[src/rtl/microwave_timer_ctrl.sv]
// Microwave timer sequencer: keypad entry, counter load, 1 s tick generation, run/pause/done control.
// Optional done beep with auto-return to IDLE is built when MICROWAVE_CTRL_BEEP_EN is defined.
module microwave_timer_ctrl #(
    parameter int TICK_DIV    = 50000000,
    parameter int BEEP_CYCLES = 25000000
) (
    input  logic        clock,
    input  logic        clear,
    input  logic        key_valid,
    input  logic [3:0]  key_digit,
    input  logic        start,
    input  logic        stop,
    input  logic        door_closed,
    input  logic [2:0]  cnt_zero,
    output logic        loadn,
    output logic        enable,
    output logic [11:0] entry,
    output logic        mag_on,
    output logic        done,
`ifdef MICROWAVE_CTRL_BEEP_EN
    output logic        beep,
`endif
    output logic [2:0]  state_out
);

    localparam int PW = $clog2(TICK_DIV);
    localparam logic [PW-1:0] C_PRE_LAST = PW'(TICK_DIV - 1);
    localparam logic [PW-1:0] C_PRE_ONE  = PW'(1);

    typedef enum logic [2:0] {
        S_IDLE  = 3'd0,
        S_ENTRY = 3'd1,
        S_LOAD  = 3'd2,
        S_RUN   = 3'd3,
        S_PAUSE = 3'd4,
        S_DONE  = 3'd5
    } state_t;

    if (TICK_DIV < 2 || BEEP_CYCLES < 1) begin : g_bad_params
        $error("microwave_timer_ctrl: TICK_DIV must be >= 2 and BEEP_CYCLES >= 1");
    end

    state_t        r_state;
    state_t        w_state_nxt;
    logic [11:0]   r_entry;
    logic [11:0]   w_entry_nxt;
    logic [PW-1:0] r_prescaler;
    logic [PW-1:0] w_presc_nxt;
    logic          r_loadn;
    logic          r_enable;
    logic          w_enable_nxt;
    logic          r_mag_on;
    logic          r_done;
    logic          w_key_ok;
    logic          w_start_ok;

`ifdef MICROWAVE_CTRL_BEEP_EN
    localparam int BW = (BEEP_CYCLES > 1) ? $clog2(BEEP_CYCLES) : 1;
    localparam logic [BW-1:0] C_BEEP_LAST = BW'(BEEP_CYCLES - 1);
    localparam logic [BW-1:0] C_BEEP_ONE  = BW'(1);

    logic [BW-1:0] r_beep_cnt;
    logic [BW-1:0] w_beep_cnt_nxt;
    logic          r_beep;
`endif

    assign w_key_ok   = key_valid && (key_digit <= 4'd9);
    // Start needs a closed door, a non-zero time and a legal seconds-tens digit.
    assign w_start_ok = start && door_closed && (r_entry != 12'h000) && (r_entry[7:4] <= 4'd5);

    // Next-state, entry shift register, prescaler and tick decision.
    always_comb begin
        w_state_nxt  = r_state;
        w_entry_nxt  = r_entry;
        w_presc_nxt  = r_prescaler;
        w_enable_nxt = 1'b0;
`ifdef MICROWAVE_CTRL_BEEP_EN
        w_beep_cnt_nxt = (r_state == S_DONE) ? r_beep_cnt : {BW{1'b0}};
`endif
        case (r_state)
            S_IDLE: begin
                if (stop) begin
                    w_state_nxt = S_IDLE;
                end else if (w_key_ok) begin
                    w_entry_nxt = {r_entry[7:0], key_digit};
                    w_state_nxt = S_ENTRY;
                end else begin
                    w_state_nxt = S_IDLE;
                end
            end
            S_ENTRY: begin
                if (stop) begin
                    w_entry_nxt = 12'h000;
                    w_state_nxt = S_IDLE;
                end else if (w_start_ok) begin
                    w_state_nxt = S_LOAD;
                end else if (w_key_ok) begin
                    w_entry_nxt = {r_entry[7:0], key_digit};
                end else begin
                    w_state_nxt = S_ENTRY;
                end
            end
            S_LOAD: begin
                w_presc_nxt = {PW{1'b0}};
                w_state_nxt = S_RUN;
            end
            S_RUN: begin
                if (stop || !door_closed) begin
                    w_state_nxt = S_PAUSE;
                end else if (r_prescaler == C_PRE_LAST) begin
                    w_presc_nxt = {PW{1'b0}};
                    // All digits already zero: finish instead of ticking past 0:00.
                    if (cnt_zero == 3'b111) begin
                        w_state_nxt = S_DONE;
                    end else begin
                        w_enable_nxt = 1'b1;
                    end
                end else begin
                    w_presc_nxt = r_prescaler + C_PRE_ONE;
                end
            end
            S_PAUSE: begin
                if (stop) begin
                    w_entry_nxt = 12'h000;
                    w_state_nxt = S_IDLE;
                end else if (start && door_closed) begin
                    w_state_nxt = S_RUN;
                end else begin
                    w_state_nxt = S_PAUSE;
                end
            end
            S_DONE: begin
                if (start || stop || key_valid) begin
                    w_entry_nxt = 12'h000;
                    w_state_nxt = S_IDLE;
                end else begin
`ifdef MICROWAVE_CTRL_BEEP_EN
                    if (r_beep_cnt == C_BEEP_LAST) begin
                        w_entry_nxt = 12'h000;
                        w_state_nxt = S_IDLE;
                    end else begin
                        w_beep_cnt_nxt = r_beep_cnt + C_BEEP_ONE;
                    end
`else
                    w_state_nxt = S_DONE;
`endif
                end
            end
            default: begin
                w_entry_nxt = 12'h000;
                w_presc_nxt = {PW{1'b0}};
                w_state_nxt = S_IDLE;
            end
        endcase
    end

    // State, data and registered outputs; outputs are decoded from the next state.
    always_ff @(posedge clock or posedge clear) begin
        if (clear) begin
            r_state     <= S_IDLE;
            r_entry     <= 12'h000;
            r_prescaler <= {PW{1'b0}};
            r_loadn     <= 1'b1;
            r_enable    <= 1'b0;
            r_mag_on    <= 1'b0;
            r_done      <= 1'b0;
        end else begin
            r_state     <= w_state_nxt;
            r_entry     <= w_entry_nxt;
            r_prescaler <= w_presc_nxt;
            r_loadn     <= (w_state_nxt != S_LOAD);
            r_enable    <= w_enable_nxt;
            r_mag_on    <= (w_state_nxt == S_RUN);
            r_done      <= (w_state_nxt == S_DONE);
        end
    end

`ifdef MICROWAVE_CTRL_BEEP_EN
    // Beep duration counter and beep output.
    always_ff @(posedge clock or posedge clear) begin
        if (clear) begin
            r_beep_cnt <= {BW{1'b0}};
            r_beep     <= 1'b0;
        end else begin
            r_beep_cnt <= w_beep_cnt_nxt;
            r_beep     <= (w_state_nxt == S_DONE);
        end
    end

    assign beep = r_beep;
`endif

    assign loadn     = r_loadn;
    assign enable    = r_enable;
    assign entry     = r_entry;
    assign mag_on    = r_mag_on;
    assign done      = r_done;
    assign state_out = r_state;

endmodule

[config.mk]
export PLATFORM = sky130hd
export DESIGN_NAME = microwave_timer_ctrl
export DESIGN_NICKNAME = d
export VERILOG_FILES = /design/src/rtl/microwave_timer_ctrl.sv
export SDC_FILE = /design/constraint.sdc
export NUM_CORES = 1
export LEC_CHECK = 0
export ABC_AREA = 1
export CAP_MARGIN = 30
export CELL_PAD_IN_SITES_DETAIL_PLACEMENT = 2
export CELL_PAD_IN_SITES_GLOBAL_PLACEMENT = 2
export CORE_MARGIN = 4
export CORE_UTILIZATION = 34
export CTS_BUF_LIST = sky130_fd_sc_hd__clkbuf_8 sky130_fd_sc_hd__clkbuf_16
export DETAILED_ROUTE_END_ITERATION = 10
export PLACE_DENSITY = 0.94
export SLEW_MARGIN = 10
export SYNTH_ARGS = -nofsm -noshare
export SYNTH_HDL_FRONTEND = slang
export SYNTH_SLANG_ARGS = --single-unit
[constraint.sdc]
create_clock -name clock -period 4.5 [get_ports clock]
set_input_delay 0.9 -clock clock [delete_from_list [all_inputs] [get_ports clock]]
set_output_delay 0.9 -clock clock [all_outputs]
set_load 0.02 [all_outputs]
==> run_results.csv <==
group,metric,value,unit
cells_and_area,synthToLayoutAreaGrowth,16.4,%
die,start_util,0.351,
placement,dpl_cell_area,3480,µm²
setup_path,regToRegStartpoint,"state_out[0]",
die,fp.dieH,103,µm
grt,grtUsageMet2,0.467,
yosys,async_flop_share,1.00,
power_and_ir_drop,leakage,1.68,nW
flow_run,maxCapViolCount,0,
yosys,yosysWarningCount,0,
placement,numPlacedInstances,583,
power_and_ir_drop,p_per_area,462,nW/µm²
die,core-area,8760,µm²
clocking,cts_tree,"done",
timing,rsz0062_at_grt,"false",
grt,first_global_vias,3740,
routing,drt_iter0_markers,113,
cells_and_area,drive_gt1_frac,0.0954,
timing,setup_ws,1.82,ns
timing,setup_viol,0,
die,chipWidth,103,µm
setup_path,ff2ff_path_depth,8,
yosys,yosysTopAreaCellShare,0.358,
yosys,ys_seq_area_frac,0.366,
routing,ant_nets,0,
placement,place_ws,1.56,ns
cells_and_area,nets,496,
grt,antenna_found_initial,0,
clocking,clkSlewWorstSetupHoldPaths,0.09,ns
yosys,syn-cell-area,3080,µm²
worst_hold_path,whs_path_depth,2,
yosys,syn_inst,453,
timing,finalHoldViolations,0,
grt,grt.busiest_layer,"met2",
timing,worst_pin_slew,0.595,ns
routing,wire_per_inst,20.0,µm
placement,place_hpwl,8840,µm
timing,slew_viol_final,0,
routing,vias_per_cell,5.36,
worst_hold_path,min_delay_worst_endpoint,"entry[0]",
setup_path,start_kind,"primary input",
cells_and_area,mostFrequentLayoutCell,"nand2_1",
status,status,"finished clean",
cells_and_area,stdcell_count,590,
placement,portBuffers,31,
setup_path,r2r-end,"entry[7]",
timing,post-route-min-period,2.68,ns
die,std_cell_rows,34,
cells_and_area,final_cell_mix,"166 x nand2_1, 55 x inv_1, 44 x dfrtp_1, 34 x nor2_1, 31 x clkdlybuf4s50_1",
yosys,postSynthAreaPerCell,6.79,µm²
die,dieArea,10600,µm²
setup_path,critical_path_class,"in2reg",
yosys,synth_edf_count,0,
cells_and_area,stdcell_area,3580,µm²
routing,drt_wl_total,11800,µm
grt,gr-usage-met3,0.0419,
timing,final.period_utilization,0.595,
routing,drtPass1Iterations,4,
yosys,synth.largest_area_cell,"dfrtp_1",
placement,gp_congestion,0.807,
routing,drc_errors,0,
yosys,synth_ff_type,"dfrtp_1",
setup_path,crit_fanout,17,
grt,grt_overflow,0,
worst_hold_path,hp-class,"reg2reg",
timing,max_freq,0.373,GHz
clocking,cts_resized,0,
grt,grt_max_degree,34,
grt,use_met1,0.255,
yosys,netlist_top_cells_area,"dfrtp_1 36%, nand2_1 20%, inv_1 6.8%",
routing,num_vias,3160,
power_and_ir_drop,peakVddDrop,0.223,mV
setup_path,critical_path_required,4.75,ns
timing,finalSetupTns,0,ns
yosys,syn_nets,467,
worst_hold_path,hp-start,"entry[0]",
grt,grt_use_total,0.240,
clocking,cts_buffers,5,
clocking,clkLatencyLatePin,0.32,ns
clocking,cts_sinks,45,
yosys,synth_cell_types,37,
clocking,clock_path_buffers,2,
setup_path,critPathArrivalTime,2.92,ns
cells_and_area,antenna_cells,0,
yosys,synth-seq-cells,45,
timing,slew_headroom,0.602,
timing,fin_skew,0.0126,ns
setup_path,r2r_setup_slack,2.31,ns
clocking,cts_hold_buf,0,
clocking,root_buffer,"clkbuf_8",
grt,grt_pass1_wl,19500,µm
die,ioPinCount,32,
setup_path,end_kind,"flip-flop",
clocking,postCtsSetupRepairBufs,0,
clocking,htree_levels,2,
[per-stage QoR]
stage | hold slack [ns] | total power, mW | utilization
6_report | 0.532 | 1.65 | 0.409
5_1_grt | 0.558 | 1.78 | 0.409
4_1_cts | 0.539 | 1.67 | 0.409
3_5_place_dp | 0.520 | 1.34 | 0.397
3_3_place_gp | 0.485 | 1.27 | 0.395
2_1_floorplan | 0.484 | 1.05 | -
[layer usage]
| layer | routed length, µm | up-vias |
|---|---|---|
| met1 | 4750 | 1574 |
| met3 | 285 | 29 |
| met2 | 6410 | 54 |
| li1 | - | 1503 |
| met4 | 329 | 0 |
| met5 | 0 | - |
[how the worst max path moves through the flow]
stage                 from  endpoint  slack [ns]  depth (start not counted)
2_1_floorplan        clear      done        2.54                          1
3_3_place_gp   door_closed  entry[2]        1.72                          8
3_5_place_dp          stop  entry[4]        1.56                          9
4_1_cts               stop  entry[7]        1.78                          9
5_1_grt               stop  entry[7]        1.64                          9
6_report              stop  entry[7]        1.82                          9
[kinds of logic after synthesis]
kind of cell             count (synthesis)  share of synthesized area
XOR/XNOR                                 4                     0.0114
adder cells (fa/ha/maj)                  1                    0.00406
AND/OR/NAND/NOR                        282                      0.428
buffers and inverters                   72                     0.0988
AO/OA/AOI/OAI                           49                     0.0915
flip-flops                              45                      0.366
[worst max-delay path, stage by stage]
cell and delay (ns):
clkdlybuf4s50_1 0.57, inv_2 0.20, nand4_1 0.23, nand3_1 0.15, nor2_1 0.18, nand2_2 0.24, inv_2 0.27, nand2_1 0.09
nand2_1 0.08
[synth_stat cells, types with 2 or more instances]
cell type,n
o21ai_0,29
nor2_4,6
nand3b_1,2
and2_1,2
nor3_1,6
a21oi_1,6
inv_1,56
nor2_1,34
nand2_1,166
nand2_4,2
o21ai_1,3
o22ai_1,3
inv_2,4
nor2_2,5
clkbuf_1,5
o21ai_2,3
nand4_1,21
xor2_1,3
nand3_2,7
nand3_1,26
buf_4,2
dfrtp_1,44
nand2_2,2
buf_6,3
[cell type report]
cell class | instances | area (µm²)
fill | 1058 | 5180
multi-input combinational | 336 | 1650
sequential | 45 | 1130
timing repair buffer | 33 | 338
inverter | 61 | 231
tap | 108 | 135
clock buffer | 5 | 68.8
clock inverter | 2 | 35.0
[sequential cells by signal (all words and copies together) (netlist names)]
name	cells
state_out	3
loadn	1
done	1
mag_on	1
r_prescaler	26
entry	12
enable	1
[report_power, final]
group | switching [mW] | internal (mW)
registers | 0.0907 | 0.475
clock network | 0.153 | 0.162
logic | 0.531 | 0.243
(Power assumes the default switching activity.)
